## config.mk

```make
export PLATFORM = sky130hd
export DESIGN_NAME = cargador_de_programa
export DESIGN_NICKNAME = d
export VERILOG_FILES = /design/src/rtl/cargador_pkg.sv /design/src/rtl/memoria_de_instrucciones.sv /design/src/rtl/cargador_de_programa.sv
export SDC_FILE = /design/constraint.sdc
export NUM_CORES = 2
export LEC_CHECK = 0
export ABC_AREA = 0
export CORE_MARGIN = 2
export CORE_UTILIZATION = 60
export DETAILED_ROUTE_END_ITERATION = 8
export PLACE_DENSITY = 0.76
export SETUP_SLACK_MARGIN = 0.1
export SYNTH_ARGS = -nofsm -noshare
export SYNTH_HDL_FRONTEND = slang
export SYNTH_SLANG_ARGS = --single-unit
```

## constraint.sdc

```tcl
create_clock -name i_Clk -period 9.85 [get_ports i_Clk]
set_input_delay 1.4775 -clock i_Clk [delete_from_list [all_inputs] [get_ports i_Clk]]
set_output_delay 1.4775 -clock i_Clk [all_outputs]
set_load 0.02 [all_outputs]
```

## src/rtl/cargador_pkg.sv

```systemverilog
// ============================================================================
// cargador_pkg
// Shared types and constants for the program loader and its instruction RAM.
// Revision: 1.0
// ============================================================================
`default_nettype none

package cargador_pkg;

    localparam int P_ANCHO_DIR  = 8;
    localparam int P_ANCHO_INST = 9;

    localparam logic [7:0]              C_CABECERA = 8'hA5;
    localparam logic [P_ANCHO_INST-1:0] C_INST_NOP = 9'h000;

    typedef enum logic [2:0] {
        S_ESPERA_CAB = 3'd0,
        S_LONGITUD   = 3'd1,
        S_ALTO       = 3'd2,
        S_BAJO       = 3'd3,
        S_CHECKSUM   = 3'd4,
        S_EJECUTA    = 3'd5,
        S_ERROR      = 3'd6
    } estado_t;

endpackage

`default_nettype wire

```

## src/rtl/memoria_de_instrucciones.sv

```systemverilog
// ============================================================================
// memoria_de_instrucciones
// Single-write-port instruction RAM with one registered read port.
// Revision: 1.0
// ============================================================================
`default_nettype none

module memoria_de_instrucciones #(
    parameter int P_PROF       = 256,
    parameter int P_ANCHO_DIR  = 8,
    parameter int P_ANCHO_INST = 9
) (
    input  logic                    i_Clk,
    input  logic                    i_We,
    input  logic [P_ANCHO_DIR-1:0]  i_Dir_esc,
    input  logic [P_ANCHO_INST-1:0] i_Dato_esc,
    input  logic [P_ANCHO_DIR-1:0]  i_Dir_lec,
    output logic [P_ANCHO_INST-1:0] o_Dato_lec
);

    logic [P_ANCHO_INST-1:0] r_mem [P_PROF];
    logic [P_ANCHO_INST-1:0] r_dato_lec;

    // Contents are deliberately not reset; the loader's length gate hides them.
    always_ff @(posedge i_Clk) begin
        if (i_We) begin
            r_mem[i_Dir_esc] <= i_Dato_esc;
        end
        r_dato_lec <= r_mem[i_Dir_lec];
    end

    assign o_Dato_lec = r_dato_lec;

endmodule

`default_nettype wire

```

## src/rtl/cargador_de_programa.sv

```systemverilog
// ============================================================================
// cargador_de_programa
// Framed byte-stream program loader feeding a 256x9 instruction RAM; holds
// the processor in reset until a frame with a valid checksum is loaded.
// Revision: 1.0
// ============================================================================
`default_nettype none

module cargador_de_programa #(
    parameter int P_PROF       = 256,
    parameter int P_ANCHO_DIR  = 8,
    parameter int P_ANCHO_INST = 9
) (
    input  logic                    i_Clk,
    input  logic                    i_Rst,
    input  logic [7:0]              i_Byte,
    input  logic                    i_Byte_valido,
    output logic                    o_Byte_listo,
    input  logic [P_ANCHO_DIR-1:0]  i_Direccion_fetch,
    output logic [P_ANCHO_INST-1:0] o_Instruccion,
    output logic                    o_Rst_procesador,
    output logic                    o_Carga_completa,
    output logic                    o_Error
);

    import cargador_pkg::*;

    localparam int                  C_ANCHO_LONG = P_ANCHO_DIR + 1;
    localparam logic [C_ANCHO_LONG-1:0] C_LONG_MAX = C_ANCHO_LONG'(P_PROF);

    estado_t                 r_estado, w_estado_sig;
    logic [C_ANCHO_LONG-1:0] r_cuenta, w_cuenta_sig;
    logic [C_ANCHO_LONG-1:0] r_dir, w_dir_sig;
    logic [C_ANCHO_LONG-1:0] r_long, w_long_sig;
    logic [7:0]              r_xor, w_xor_sig;
    logic                    r_bit8, w_bit8_sig;
    logic                    r_byte_listo;
    logic                    r_dentro;
    logic                    w_acepta;
    logic                    w_we;
    logic [C_ANCHO_LONG-1:0] w_dir_inc;
    logic [C_ANCHO_LONG-1:0] w_long_efectiva;
    logic [P_ANCHO_INST-1:0] w_dato_ram;

    assign w_acepta  = i_Byte_valido & r_byte_listo;
    assign w_dir_inc = r_dir + 1'b1;

    always_comb begin
        w_estado_sig = r_estado;
        w_cuenta_sig = r_cuenta;
        w_dir_sig    = r_dir;
        w_long_sig   = r_long;
        w_xor_sig    = r_xor;
        w_bit8_sig   = r_bit8;
        w_we         = 1'b0;
        if (w_acepta) begin
            case (r_estado)
                S_ESPERA_CAB: begin
                    if (i_Byte == C_CABECERA) w_estado_sig = S_LONGITUD;
                end
                S_LONGITUD: begin
                    w_cuenta_sig = (i_Byte == 8'h00) ? C_LONG_MAX : C_ANCHO_LONG'(i_Byte);
                    w_dir_sig    = '0;
                    w_xor_sig    = 8'h00;
                    w_estado_sig = S_ALTO;
                end
                S_ALTO: begin
                    if (i_Byte[7:1] != 7'd0) begin
                        w_estado_sig = S_ERROR;
                    end else begin
                        w_bit8_sig   = i_Byte[0];
                        w_xor_sig    = r_xor ^ i_Byte;
                        w_estado_sig = S_BAJO;
                    end
                end
                S_BAJO: begin
                    w_we         = 1'b1;
                    w_xor_sig    = r_xor ^ i_Byte;
                    w_dir_sig    = w_dir_inc;
                    w_estado_sig = (w_dir_inc == r_cuenta) ? S_CHECKSUM : S_ALTO;
                end
                S_CHECKSUM: begin
                    if (i_Byte == r_xor) begin
                        w_long_sig   = r_cuenta;
                        w_estado_sig = S_EJECUTA;
                    end else begin
                        w_estado_sig = S_ERROR;
                    end
                end
                S_EJECUTA: begin
                    if (i_Byte == C_CABECERA) begin
                        w_long_sig   = '0;
                        w_estado_sig = S_LONGITUD;
                    end
                end
                S_ERROR: begin
                    if (i_Byte == C_CABECERA) w_estado_sig = S_LONGITUD;
                end
                default: w_estado_sig = S_ESPERA_CAB;
            endcase
        end
    end

    always_ff @(posedge i_Clk) begin
        if (i_Rst) begin
            r_estado     <= S_ESPERA_CAB;
            r_cuenta     <= '0;
            r_dir        <= '0;
            r_long       <= '0;
            r_xor        <= 8'h00;
            r_bit8       <= 1'b0;
            r_byte_listo <= 1'b0;
        end else begin
            r_estado     <= w_estado_sig;
            r_cuenta     <= w_cuenta_sig;
            r_dir        <= w_dir_sig;
            r_long       <= w_long_sig;
            r_xor        <= w_xor_sig;
            r_bit8       <= w_bit8_sig;
            r_byte_listo <= 1'b1;
        end
    end

    // Gate compares against the length that takes effect at this same edge,
    // so a reload blanks the fetch path and a fresh load exposes it at once.
    assign w_long_efectiva = i_Rst ? '0 : w_long_sig;

    always_ff @(posedge i_Clk) begin
        if (i_Rst) begin
            r_dentro <= 1'b0;
        end else begin
            r_dentro <= (C_ANCHO_LONG'(i_Direccion_fetch) < w_long_efectiva);
        end
    end

    memoria_de_instrucciones #(
        .P_PROF       (P_PROF),
        .P_ANCHO_DIR  (P_ANCHO_DIR),
        .P_ANCHO_INST (P_ANCHO_INST)
    ) u_memoria (
        .i_Clk      (i_Clk),
        .i_We       (w_we),
        .i_Dir_esc  (r_dir[P_ANCHO_DIR-1:0]),
        .i_Dato_esc ({r_bit8, i_Byte}),
        .i_Dir_lec  (i_Direccion_fetch),
        .o_Dato_lec (w_dato_ram)
    );

    assign o_Instruccion    = r_dentro ? w_dato_ram : C_INST_NOP;
    assign o_Byte_listo     = r_byte_listo;
    assign o_Rst_procesador = (r_estado != S_EJECUTA);
    assign o_Carga_completa = (r_estado == S_EJECUTA);
    assign o_Error          = (r_estado == S_ERROR);

endmodule

`default_nettype wire

```

==> Word-level counts from Yosys, hierarchy flattened <==
Memories as Yosys holds them, arrays and structs flattened. A register that Yosys moved wholly into a read port is not among the register bits.
Cells that the tools add are included.
{ "classes": {"n_reduce_logical": 11, "magnitude_cmp": 1, "n_shift": 0, "div_mod_pow": 0, "n_eq_ne": 12, "mux": 20, "n_mul": 0, "add_sub_neg": 1, "bitwise_logic": 3} }
{ "op_table": {"columns": ["op", "count"], "rows": [
  ["2-to-1 mux 9 bit", 6],
  ["case mux 9 bit (2 select lines)", 2],
  ["case mux 8 bit (3 select lines)", 1],
  ["case mux 3 bit (5 select lines)", 1],
  ["adder 9 x 1 -> 9 bit (second input constant)", 1],
  ["equality test 3 bit (second input constant)", 3],
  ["equality test 9 bit", 1],
  ["< comparator 8 x 9 -> 1 bit", 1],
  ["2-to-1 mux 3 bit", 3],
  ["equality test 8 bit", 1],
  ["equality test 8 bit (second input constant)", 1],
  ["logical NOT 8 bit", 1],
  ["2-to-1 mux 8 bit", 1],
  ["XOR 8 bit", 1],
  ["nonzero test 7 bit", 1],
  ["equality test 3 x 2 -> 1 bit (second input constant)", 2],
  ["AND reduction 2 bit", 3],
  ["AND reduction 3 bit", 2],
  ["2-to-1 mux 1 bit", 5],
  ["equality test 3 x 1 -> 1 bit (second input constant)", 1],
  ["logical NOT 3 bit", 1],
  ["!= test 3 bit (second input constant)", 1],
  ["nonzero test 3 bit", 1],
  ["OR reduction 3 bit", 1],
  ["6 further kinds", 6]
]} }
{ "word_totals": {"latchBits": 0, "romBits": 0, "mem_bits_rw": 2304, "regBits": 41, "n_memories": 1, "output_inout_bits": 13} }
{ "memory_table": {"columns": ["name", "words", "width", "read_ports", "rd_clocked_by_memory_dff", "write_ports", "line_no", "text"], "rows": [
  ["u_memoria.r_mem", 256, 9, 1, 1, 1, "memoria_de_instrucciones.sv:21", "logic [P_ANCHO_INST-1:0] r_mem [P_PROF];"]
]} }

==> Longest topological paths before layout <==
{ "depth": {"ltp_word": 6, "depth_mapped": 14, "mapped_depth_nobuf": 12} }

==> By module <==
Synthesis repeated with hierarchy kept, for this count alone.
{ "unflattened": {"cells_unflattened": 4541, "area_unflattened_um2": 91818.1} }
{ "modules_own_cells": {"columns": ["mod", "seq_area_each_um2", "area_each_um2", "cells_each", "n_inst"], "rows": [
  ["memoria_de_instrucciones", 69366.5, 89278.1, 4237, 1],
  ["cargador_de_programa", 820.8, 2539.9, 304, 1]
]} }

==> Least setup slack after synthesis <==
Ideal clock, no wire load.
{ "synth_path": {"kind": "register -> register", "start": "register r_bit8", "end": "memory u_memoria.r_mem[0][8] (data pin)", "n_path_buf": 0, "arrival_time_ns": 3.397, "stages_incl_launch_ff": 1, "setup_slack_ns": 5.598, "setup_time_ns": 0.856, "required_ns": 8.994, "cell_sequence": "dfxtp_1"} }
{ "synth_rtl": {"columns": ["item", "line_no", "text"], "rows": [
  ["from (decl)", "cargador_de_programa.sv:36", "logic r_bit8, w_bit8_sig;"],
  ["from (signal assigned)", "cargador_de_programa.sv:119", "r_bit8 <= w_bit8_sig;"],
  ["to (decl)", "memoria_de_instrucciones.sv:21", null]
]} }
No word-level cell before the write port.

==> results.cfg <==
[timing]
fin_crit_ns = 4.98
drv_slew = 0
tns_ns = 0
clock.fmax_mhz = 201
finalHoldViolations = 0
period_share = 0.506
setup_viol_count_final = 0
slew_headroom = 0.0821
worst_pin_slew_ns = 1.36
finClkSkew_ns = 0.0526
rsz0062_at_grt = no

[synthesis]
synth_common_cells = 2304 x edfxtp_1, 477 x mux4_2, 335 x nor2_1
synth_fp_nets = 4563
syn-mean-instance-area_um2 = 20.2
synth_area_leader_cell = edfxtp_1
yosys_warnings = 0
syn_area_um2 = 91400
synth-main-ff-cell = edfxtp_1
ys_seq_elements = 2354
yosysMostFrequentCell = edfxtp_1
synth_top_area_frac = 0.757
ys_seq_area_frac = 0.768
yosysUniqueCellTypes = 69
synth_area_leaders = edfxtp_1 76%, mux4_2 12%, mux2i_1 1.9%
synth_cells = 4533
async_flop_share = 0
synth_edf_count = 2304

[routing]
vias_per_cell = 6.87
finalWirelength_mm = 221
drt-initial-drc-count = 6246
firstDrtPassIters = 6
vias = 46700
drcViolationCount = 0
post_drt_wl_per_cell_um = 32.5
drtAntennaViolNets = 0

[cts]
cts.repair.resized = 0
cts_sinks = 2354
cts_buffer_depth = 3
cts_tree = built
cts_made_buffers = 220
clk_pin_slew_ns = 0.06
post_cts_buffers = 0
cts_root_buf = clkbuf_16
insertion_delay_ns = 0.86
hold_buffers = 0
h-tree-depth = 4

[finish]
final_util = 0.664
regArea_um2 = 70200
multi_input_area_um2 = 19800
nFillCells = 9346
stdcell_count = 6802
drive_gt1_frac = 0.191
layout.nets = 4614
syn2layout_area_growth_pct = 10.1

[worst_setup_path]
required_ns = 10.53
crit_fanout = 69
worst_path_most_repeated_cell = buf_4
cp_slowest_cell = nor4b_1
end_kind = register
path_cells = buf_8, buf_4, buf_4, mux2i_1, a22oi_1, nand3b_1, nand4_1, nor4b_1, nor4_2
critPathLaunchType = input pin
path_class = in2reg
slowest_delay_ns = 0.93
worst_ep_arrival_time_ns = 5.67

[job]
maxCapViolCount = 0

[floorplan]
start_util = 0.603
die_x_um = 394
coreArea_um2 = 152000
io-pin-count = 32
std_cell_rows = 143
die-area_um2 = 156000
die_h_um = 394

[global_route]
grt_remaining_overflow = 0
first_global_vias = 46200
antenna_found_initial = 5
grt_usage = 0.285
grt_max_degree = 190
grt_first_pass_wirelength_mm = 321

[power]
ir_drop_mv = 0.184
p_leak_nw = 31.9
p_per_area_nw_per_um2 = 201

[place]
dp_hpwl_mm = 125
port-buffer-count = 31
gp_congestion = 0.877
dpl.cell_count = 6391

[outcome]
status = complete, no violations

[worst_hold_path]
hold_class = reg2reg
## report_power, final
part	switching, W	internal [W]
clock network	0.00367	0.00469
logic	0.000582	0.000295
registers	0.0000221	0.0110
## kinds of logic (layout without fill, tap and decap cells)
family	after synthesis	count (layout)	synth area share
adders and majority gates	11	11	0.00151
AOI/OAI and AO/OA	587	587	0.0446
other	0	3	0
DFF	2354	2354	0.768
xor gates and xnor gates	20	20	0.00192
buffers and inverters	291	527	0.0169
muxes	657	657	0.137
and+or+nand+nor	613	613	0.0302
## state kept, by name, indices dropped and copies added, names as in the netlist
register and count:
r_bit8 1, u_memoria.o_Dato_lec 9, r_dentro 1, o_Byte_listo 1, r_dir 9, r_long 9, r_xor 8, r_cuenta 9
r_estado 3, u_memoria.r_mem 2304
## worst max-delay path: cells and delay by family
| kind | cells | cell delay [ns] |
|---|---|---|
| AND/OR/NAND/NOR | 4 | 1.44 |
| AO/OA/AOI/OAI | 1 | 0.14 |
| buffers and inverters | 3 | 2.15 |
| multiplexers | 1 | 0.29 |
## per-layer routing
metal / up-vias / GRT usage / wire [µm]
li1: 18900 / - / -
met1: 24400 / 0.394 / 81600
met2: 2961 / 0.453 / 108000
met3: 497 / 0.0551 / 21300
met4: 8 / 0.116 / 9600
met5: - / 0 / 62
## metrics by stage
| step | total power (W) | area (µm²) | worst slack (ns) | hold slack (ns) |
|---|---|---|---|---|
| floorplan | 0.0117 | 91400 | 5.60 | 0.444 |
| global placement | 0.0121 | 93600 | 4.14 | 0.462 |
| detailed placement | 0.0121 | 93600 | 4.19 | 0.459 |
| CTS | 0.0203 | 101000 | 5.08 | 0.471 |
| global route | 0.0207 | 101000 | 4.71 | 0.491 |
| finish | 0.0202 | 101000 | 4.87 | 0.472 |
## area by class of cell
type | count | share of cell area
Timing Repair Buffer | 113 | 0.0107
Sequential cell | 2354 | 0.697
Inverter | 7 | 0.000261
Tap cell | 2030 | 0.0252
Clock inverter | 114 | 0.0114
Multi-Input combinational cell | 1888 | 0.196
Clock buffer | 293 | 0.0589
Antenna cell | 3 | 0.0000746
## cell usage in the layout, fill, tap and decap left out, types with 12 or more instances in the layout
| master | instances |
|---|---|
| edfxtp_1 | 2304 |
| mux4_2 | 477 |
| nor2_1 | 333 |
| clkbuf_16 | 222 |
| a22oi_1 | 205 |
| mux2i_1 | 176 |
| a21oi_1 | 130 |
| nand2_1 | 124 |
| buf_4 | 72 |
| clkbuf_1 | 60 |
| dfxtp_1 | 49 |
| o21ai_0 | 47 |
| clkinv_1 | 41 |
| clkinv_2 | 37 |
| o221ai_1 | 36 |
| a22o_1 | 31 |
| o22ai_1 | 30 |
| a221oi_1 | 30 |
| nor3_1 | 18 |
| nand3_1 | 17 |
| bufinv_16 | 17 |
| clkdlybuf4s50_1 | 17 |
| xnor2_1 | 16 |
| o211ai_1 | 13 |
| clkbuf_8 | 13 |
| nor4_1 | 12 |
| and2_1 | 12 |
| a211oi_1 | 12 |
| nand3b_1 | 12 |
## path summary, 6_finish.rpt
check                                     startpoint  slack, ns  cells after the start                       to
worst max register to register           r_estado[1]       5.12                      6    u_memoria.r_mem[3][0]
worst min-delay path                       r_long[5]       0.47                      2                r_long[5]
worst min register to register             r_long[5]       0.47                      2                r_long[5]
worst max-delay path            i_Direccion_fetch[1]       4.87                      9  u_memoria.o_Dato_lec[6]
Power figures use the tool's default switching activity.
